**src/rtl/song_stream_controller_if.sv**
```systemverilog
// Avalon-style master read port between song_stream_controller and SDRAM.
//   tl_read  : read request, held until tl_rdv
//   tl_addr  : byte address, valid while tl_read
//   tl_rdv   : read data valid, completes the outstanding read
//   tl_data  : read data, valid with tl_rdv
interface song_stream_controller_if #(
  parameter int unsigned DATA_W = 32
);
  logic              tl_read;
  logic [31:0]       tl_addr;
  logic              tl_rdv;
  logic [DATA_W-1:0] tl_data;

  modport master (output tl_read, tl_addr, input  tl_rdv, tl_data);
  modport slave  (input  tl_read, tl_addr, output tl_rdv, tl_data);
endinterface

```
**src/rtl/song_stream_controller.sv**
```systemverilog
// Song playback engine: reads the selected song's length word, streams its
// samples from SDRAM into a prefetch FIFO and serves them to the audio side.
// Supports pause, abort, loop mode and saturating underrun accounting.
// Ports:
//   i_clk, i_rst       clock, asynchronous active-high reset
//   i_start, i_stop    begin playback of i_song_sel / abort playback
//   i_pause, i_loop_en level controls: freeze fetch+serve / restart at song end
//   i_song_sel         song index, sampled on accepted start
//   i_sample_req       audio side requests next sample (pulse)
//   o_sample_out       last served sample; o_sample_valid pulses on update
//   o_waiting, o_busy  IDLE / not IDLE
//   o_done             pulse on natural song end
//   o_samples_left     samples still to fetch in the current pass
//   o_underrun_cnt     saturating count of requests seen with an empty FIFO
//   tl                 Avalon master read port
module song_stream_controller #(
  parameter int unsigned NUM_SONGS   = 4,
  parameter int unsigned SEL_W       = 2,
  parameter logic [31:0] SONG_STRIDE = 32'h003E_0000,
  parameter int unsigned DATA_W      = 32,
  parameter int unsigned FIFO_DEPTH  = 8
) (
  input  logic              i_clk,
  input  logic              i_rst,
  input  logic              i_start,
  input  logic              i_stop,
  input  logic              i_pause,
  input  logic              i_loop_en,
  input  logic [SEL_W-1:0]  i_song_sel,
  input  logic              i_sample_req,
  output logic [DATA_W-1:0] o_sample_out,
  output logic              o_sample_valid,
  output logic              o_waiting,
  output logic              o_busy,
  output logic              o_done,
  output logic [31:0]       o_samples_left,
  output logic [15:0]       o_underrun_cnt,
  song_stream_controller_if.master tl
);

  localparam int unsigned AW = (FIFO_DEPTH > 1) ? $clog2(FIFO_DEPTH) : 1;
  localparam int unsigned CW = AW + 1;

  typedef enum logic [2:0] {
    S_IDLE, S_LEN_RD, S_FETCH, S_DRAIN, S_FIN, S_ABORT
  } state_t;

  state_t            r_state, w_state_nxt;
  logic              r_tl_read;
  logic [31:0]       r_tl_addr;
  logic [31:0]       r_base;
  logic [31:0]       r_ptr;
  logic [31:0]       r_samples_left;
  logic [15:0]       r_underrun_cnt;
  logic [DATA_W-1:0] r_sample_out;
  logic              r_sample_valid;
  logic              r_done;
  logic              r_waiting;
  logic              r_busy;
  logic [DATA_W-1:0] r_mem [FIFO_DEPTH];
  logic [AW-1:0]     r_wr_ptr, r_rd_ptr;
  logic [CW-1:0]     r_count;

  logic              w_rd_done;
  logic [31:0]       w_start_base;
  logic              w_issue;
  logic [31:0]       w_issue_addr;
  logic              w_len_latch;
  logic              w_push;
  logic              w_flush;
  logic              w_start_acc;
  logic              w_serve;
  logic              w_pop;
  logic              w_underrun;

  assign w_rd_done    = r_tl_read & tl.tl_rdv;
  // Out-of-range selections fall back to song 0; product wraps mod 2^32.
  assign w_start_base = (32'(i_song_sel) < NUM_SONGS) ? 32'(32'(i_song_sel) * SONG_STRIDE) : 32'h0;

  // State register.
  always_ff @(posedge i_clk or posedge i_rst) begin
    if (i_rst) r_state <= S_IDLE;
    else       r_state <= w_state_nxt;
  end

  // Next state and datapath strobes; stop overrides every other event.
  always_comb begin
    w_state_nxt  = r_state;
    w_issue      = 1'b0;
    w_issue_addr = r_ptr;
    w_len_latch  = 1'b0;
    w_push       = 1'b0;
    w_flush      = 1'b0;
    w_start_acc  = 1'b0;
    w_serve      = i_sample_req & ~i_pause & ~i_stop &
                   ((r_state == S_FETCH) || (r_state == S_DRAIN));
    w_pop        = w_serve & (r_count != '0);
    w_underrun   = w_serve & (r_count == '0);
    if (i_stop && (r_state != S_IDLE) && (r_state != S_ABORT)) begin
      w_state_nxt = S_ABORT;
    end else begin
      case (r_state)
        S_IDLE: begin
          if (i_start) begin
            w_state_nxt  = S_LEN_RD;
            w_start_acc  = 1'b1;
            w_issue      = 1'b1;
            w_issue_addr = w_start_base;
          end
        end
        S_LEN_RD: begin
          if (w_rd_done) begin
            w_len_latch = 1'b1;
            if (tl.tl_data == '0) begin
              if (i_loop_en) begin
                w_issue      = 1'b1;
                w_issue_addr = r_base;
              end else begin
                w_state_nxt = S_FIN;
              end
            end else begin
              w_state_nxt = S_FETCH;
            end
          end
        end
        S_FETCH: begin
          // Room is checked at issue; only one read is ever in flight.
          if (w_rd_done) begin
            w_push = 1'b1;
            if (r_samples_left <= 32'd1) w_state_nxt = S_DRAIN;
          end else if (!r_tl_read && !i_pause && (r_count < CW'(FIFO_DEPTH))) begin
            w_issue      = 1'b1;
            w_issue_addr = r_ptr;
          end
        end
        S_DRAIN: begin
          if (r_count == '0) begin
            if (i_loop_en) begin
              w_state_nxt  = S_LEN_RD;
              w_issue      = 1'b1;
              w_issue_addr = r_base;
            end else begin
              w_state_nxt = S_FIN;
            end
          end
        end
        S_FIN:   w_state_nxt = S_IDLE;
        S_ABORT: begin
          // Let an in-flight read finish (data dropped) before flushing.
          if (!r_tl_read || w_rd_done) begin
            w_flush     = 1'b1;
            w_state_nxt = S_IDLE;
          end
        end
        default: w_state_nxt = S_IDLE;
      endcase
    end
  end

  // Read port, pointers, counters and registered outputs.
  always_ff @(posedge i_clk or posedge i_rst) begin
    if (i_rst) begin
      r_tl_read      <= 1'b0;
      r_tl_addr      <= '0;
      r_base         <= '0;
      r_ptr          <= '0;
      r_samples_left <= '0;
      r_underrun_cnt <= '0;
      r_sample_out   <= '0;
      r_sample_valid <= 1'b0;
      r_done         <= 1'b0;
      r_waiting      <= 1'b1;
      r_busy         <= 1'b0;
      r_wr_ptr       <= '0;
      r_rd_ptr       <= '0;
      r_count        <= '0;
    end else begin
      if (w_issue) begin
        r_tl_read <= 1'b1;
        r_tl_addr <= w_issue_addr;
      end else if (w_rd_done) begin
        r_tl_read <= 1'b0;
      end
      if (w_start_acc) begin
        r_base         <= w_start_base;
        r_underrun_cnt <= '0;
      end else if (w_underrun && (r_underrun_cnt != 16'hFFFF)) begin
        r_underrun_cnt <= r_underrun_cnt + 16'd1;
      end
      if (w_len_latch) begin
        r_ptr          <= r_base + 32'd4;
        r_samples_left <= 32'(tl.tl_data);
      end else if (w_push) begin
        r_ptr <= r_ptr + 32'd4;
        if (r_samples_left != '0) r_samples_left <= r_samples_left - 32'd1;
      end
      if (w_flush) begin
        r_wr_ptr <= '0;
        r_rd_ptr <= '0;
        r_count  <= '0;
      end else begin
        if (w_push) r_wr_ptr <= r_wr_ptr + AW'(1);
        if (w_pop)  r_rd_ptr <= r_rd_ptr + AW'(1);
        case ({w_push, w_pop})
          2'b10:   r_count <= r_count + CW'(1);
          2'b01:   r_count <= r_count - CW'(1);
          default: r_count <= r_count;
        endcase
      end
      if (w_pop) r_sample_out <= r_mem[r_rd_ptr];
      r_sample_valid <= w_pop;
      r_done         <= (r_state == S_FIN) && !i_stop;
      r_waiting      <= (w_state_nxt == S_IDLE);
      r_busy         <= (w_state_nxt != S_IDLE);
    end
  end

  // FIFO storage.
  always_ff @(posedge i_clk) begin
    if (w_push) r_mem[r_wr_ptr] <= tl.tl_data;
  end

  assign tl.tl_read     = r_tl_read;
  assign tl.tl_addr     = r_tl_addr;
  assign o_sample_out   = r_sample_out;
  assign o_sample_valid = r_sample_valid;
  assign o_waiting      = r_waiting;
  assign o_busy         = r_busy;
  assign o_done         = r_done;
  assign o_samples_left = r_samples_left;
  assign o_underrun_cnt = r_underrun_cnt;

endmodule

```
**src/flat_wrapper.sv**
```systemverilog
// flat-port wrapper written by rule: the top's interface ports become plain ports
module song_stream_controller_flat 
#(
  parameter int unsigned NUM_SONGS   = 4,
  parameter int unsigned SEL_W       = 2,
  parameter logic [31:0] SONG_STRIDE = 32'h003E_0000,
  parameter int unsigned DATA_W      = 32,
  parameter int unsigned FIFO_DEPTH  = 8
)
  (i_clk, i_rst, i_start, i_stop, i_pause, i_loop_en, i_song_sel, i_sample_req, o_sample_out, o_sample_valid, o_waiting, o_busy, o_done, o_samples_left, o_underrun_cnt, tl_tl_read, tl_tl_addr, tl_tl_rdv, tl_tl_data);
  song_stream_controller_if #(.DATA_W(DATA_W)) tl_i ();
  input  logic i_clk;
  input  logic i_rst;
  input  logic i_start;
  input  logic i_stop;
  input  logic i_pause;
  input  logic i_loop_en;
  input  logic [SEL_W-1:0] i_song_sel;
  input  logic i_sample_req;
  output logic [DATA_W-1:0] o_sample_out;
  output logic o_sample_valid;
  output logic o_waiting;
  output logic o_busy;
  output logic o_done;
  output logic [31:0] o_samples_left;
  output logic [15:0] o_underrun_cnt;
  output wire logic [$bits(tl_i.tl_read)-1:0] tl_tl_read;
  output wire logic [$bits(tl_i.tl_addr)-1:0] tl_tl_addr;
  input wire logic [$bits(tl_i.tl_rdv)-1:0] tl_tl_rdv;
  input wire logic [$bits(tl_i.tl_data)-1:0] tl_tl_data;
  assign tl_tl_read = tl_i.tl_read;
  assign tl_tl_addr = tl_i.tl_addr;
  assign tl_i.tl_rdv = tl_tl_rdv;
  assign tl_i.tl_data = tl_tl_data;
  song_stream_controller #(.NUM_SONGS(NUM_SONGS), .SEL_W(SEL_W), .SONG_STRIDE(SONG_STRIDE), .DATA_W(DATA_W), .FIFO_DEPTH(FIFO_DEPTH)) u_core (.i_clk(i_clk), .i_rst(i_rst), .i_start(i_start), .i_stop(i_stop), .i_pause(i_pause), .i_loop_en(i_loop_en), .i_song_sel(i_song_sel), .i_sample_req(i_sample_req), .o_sample_out(o_sample_out), .o_sample_valid(o_sample_valid), .o_waiting(o_waiting), .o_busy(o_busy), .o_done(o_done), .o_samples_left(o_samples_left), .o_underrun_cnt(o_underrun_cnt), .tl(tl_i));
endmodule
```
**config.mk**
```make
export PLATFORM = sky130hd
export DESIGN_NAME = song_stream_controller_flat
export DESIGN_NICKNAME = d
export VERILOG_FILES = /design/src/rtl/song_stream_controller_if.sv /design/src/rtl/song_stream_controller.sv /design/src/flat_wrapper.sv
export SDC_FILE = /design/constraint.sdc
export NUM_CORES = 1
export LEC_CHECK = 0
export ABC_AREA = 0
export BUFFER_PORTS_ARGS = -buffer_cell sky130_fd_sc_hd__buf_2
export CAP_MARGIN = 40
export CORE_ASPECT_RATIO = 1.4
export CORE_MARGIN = 2
export CORE_UTILIZATION = 55
export DETAILED_ROUTE_END_ITERATION = 6
export GPL_TIMING_DRIVEN = 0
export HOLD_SLACK_MARGIN = 0.05
export PLACE_DENSITY = 0.86
export SKIP_LAST_GASP = 1
export SYNTH_ARGS = -nofsm -noshare
export SYNTH_HDL_FRONTEND = slang
export SYNTH_SLANG_ARGS = --single-unit
```
**constraint.sdc**
```tcl
create_clock -name i_clk -period 14 [get_ports i_clk]
set_input_delay 3.5 -clock i_clk [delete_from_list [all_inputs] [get_ports i_clk]]
set_output_delay 3.5 -clock i_clk [all_outputs]
set_load 0.01 [all_outputs]
```
==> run summary <==
Slowest cell on crit path = nor3b_2
Mapped Cells = 1249
CTS tree = done
First-pass GRT wire length = 70300 um
WS Path Type = in -> reg
DRT Wirelength = 45900 um
Post-synth EDFFs = 256
Post-synthesis async set-or-reset flop share = 0.390
Syn Area/Cell = 14.1 um2
Fraction of layout cells with a size suffix above 1 = 0.236
Post-layout util = 0.654
Yosys top cell area share = 0.435
Gpl congestion = 0.921
DRC viols = 0
Area grow syn2layout = 17.0%
Crit path max fanout = 10
Leak pwr = 7.90 nW
Outcome = finished clean
Max_cap viols = 0
Ys Warns = 0
Antenna Nets Post-Route = 0
Initial DRC count = 1201
Sequential area share after synthesis = 0.668
Worst hold path type = reg -> reg
Pwr Density = 148 nW/um2
Top-count cell post-synth = edfxtp_1
RSZ-0062 raised after global routing = false
Total gr overflow = 0
Max Clk Rate = 159 MHz
DRT Pass-1 Iters = 5
Post-layout minimum cycle time = 6.30 ns
PortBufs = 156
Drt wl/cell = 24.1 um
Final setup fails = 0
Max clock buf depth = 3
Maximum VDD drop = 0.000123 V
Via count = 11907
H-tree levels = 2
Slew Limit Headroom = 0.385
Sw Share = 0.281
Switching Power = 0.860 mW
Root buf cell = clkbuf_16
Setup TNS = 0 ns
Post-route cell area = 20700 um2
Final non-filler cell total = 1909
Fin nets = 1536
Unique masters post-synth = 66
Dpl cell area = 19300 um2
Post-Syn Area = 17700 um2
Clock network fraction of design power = 0.362
CP Cell Sequence = clkbuf_1 > nand3b_1 > nor2_1 > buf_2 > buf_1 > nand2_1 > nor3b_2 > buf_4 > buf_6
Initial antenna violation count = 2
Post-cts resize count = 0
GR Util All Layers = 0.279
Worst EP required = 14.25 ns
Synthesis-stage register bit count = 420
Pins Over Slew Limit = 0
CTS sink cnt = 420
DIE AREA = 33600 um2
Largest net degree at the start of global routing = 107
Pint = 2.20 mW
Vias per inst = 6.24
Period Utilization, post-route = 0.450
Worst clock skew = 0.0263 ns
Row cnt = 77
Die height = 216 um
Placed Cells = 1834
Top cells by count, synth = edfxtp_1, nand2_1, dfrtp_1
Total CTS buffers = 39
CP Launch Type = input port
Core area = 31600 um2
DP Wirelength = 31500 um
Largest stage delay, worst path = 0.80 ns
Postcts setup bufs = 0
Die Wd = 155 um
Io pins = 159
Combinational Power Share = 0.148
Post-synth top area cell = edfxtp_1
Clk_lat worst skew = 0.56 ns
Final Hold Viols = 0
Share of power burned in registers = 0.490
Initial Utilization = 0.559
Vias in the first global route = 11880
Clock slew at reported path FFs = 0.06 ns
Worst Setup End Kind = flop
Syn nets = 1305
Worst Path Arrival = 6.55 ns
Synth top area cells = edfxtp_1, dfrtp_1, mux4_2
Most used flip-flop cell after synthesis = edfxtp_1
Slew @ Worst Pin = 0.922 ns
CTS Hold Bufs = 0
==> logic make-up after synthesis <==
family          Yosys count  synth area share
buf+inv                  71            0.0164
mux                     101             0.103
simple gates            406             0.114
xor+xnor                 63            0.0312
fa+ha+maj                14            0.0103
flops                   420             0.668
compound gates          174            0.0575
==> power groups by stage <==
stage	Sequential, mW	Clock (mW)	Combinational (mW)
6_report	1.50	1.11	0.453
2_1_floorplan	1.52	0	0.233
3_5_place_dp	1.51	0	0.442
4_1_cts	1.49	1.11	0.448
3_3_place_gp	1.51	0	0.423
5_1_grt	1.51	1.16	0.491
==> per-layer routing <==
layer | share of wire | track usage | wire [um]
met5 | 0 | 0 | 0
met4 | 0.036 | 0.0988 | 1650
met3 | 0.080 | 0.0518 | 3690
met2 | 0.54 | 0.501 | 24800
met1 | 0.34 | 0.335 | 15800
==> critical path, delay by kind of cell <==
kind	cells	cell delay [ns]
buf+inv	5	1.44
simple gates	4	1.60
==> stage by stage <==
step	hold WS [ns]	total power [mW]	setup slack [ns]
4_1_cts	0.479	3.05	7.72
2_1_floorplan	0.463	1.75	5.72
3_5_place_dp	0.465	1.96	7.16
3_3_place_gp	0.458	1.93	2.64
5_1_grt	0.492	3.15	7.54
6_report	0.471	3.06	7.70
==> path summary, 6_finish.rpt <==
kind	start	endpoint	slack, ns	cells after the start
max reg2reg	u_core.r_count[0]	u_core.r_count[3]	9.99	11
max	i_stop	u_core.r_mem[3][5]	7.70	9
min reg2reg	u_core.o_sample_out[12]	u_core.o_sample_out[12]	0.47	2
max in group asynchronous	i_rst	u_core.o_samples_left[23]	10.06	3
min in group asynchronous	i_rst	u_core.o_sample_out[7]	2.97	2
min	u_core.o_sample_out[12]	u_core.o_sample_out[12]	0.47	2
==> layout by cell type (no fill, tap or decap), types with 10 or more instances in the layout <==
cell type  Yosys  final
a21oi_1       36     36
and3_1        11     11
buf_2         10    167
buf_4          1     18
buf_6          1     14
clkbuf_1      44     53
clkbuf_16      0     41
dfrtp_1      163    163
edfxtp_1     256    256
ha_1          13     13
inv_1         11     10
mux2i_1       34     34
mux4_2        64     64
nand2_1      168    168
nand3_1       26     26
nand4_1       17     17
nor2_1        70     69
nor3_1        25     22
nor4_1        18     17
o21ai_0       96     96
xnor2_1       17     17
xor2_1        46     46
==> final cells by class <==
| type | instances | area, um2 |
|---|---|---|
| antenna | 3 | 7.51 |
| buffer | 59 | 245 |
| clock buffer | 54 | 1110 |
| clock inverter | 18 | 218 |
| fill | 2181 | 10900 |
| inverter | 12 | 52.6 |
| multi-input combinational | 758 | 5620 |
| sequential | 420 | 11800 |
| tap | 395 | 494 |
| timing repair buffer | 190 | 1120 |
==> registers in the layout, indices dropped and copies added (netlist names) <==
register	flops
u_core.r_mem	256
u_core.o_busy	1
u_core.o_done	1
u_core.tl.tl_read	1
u_core.r_base	5
u_core.o_sample_valid	1
u_core.r_rd_ptr	3
u_core.o_underrun_cnt	16
u_core.r_wr_ptr	3
u_core.o_sample_out	32
u_core.r_count	4
u_core.o_waiting	1
u_core.r_state	3
u_core.o_samples_left	32
u_core.r_ptr	30
u_core.tl.tl_addr	31
Note: power is estimated with default switching activity, not from simulation.
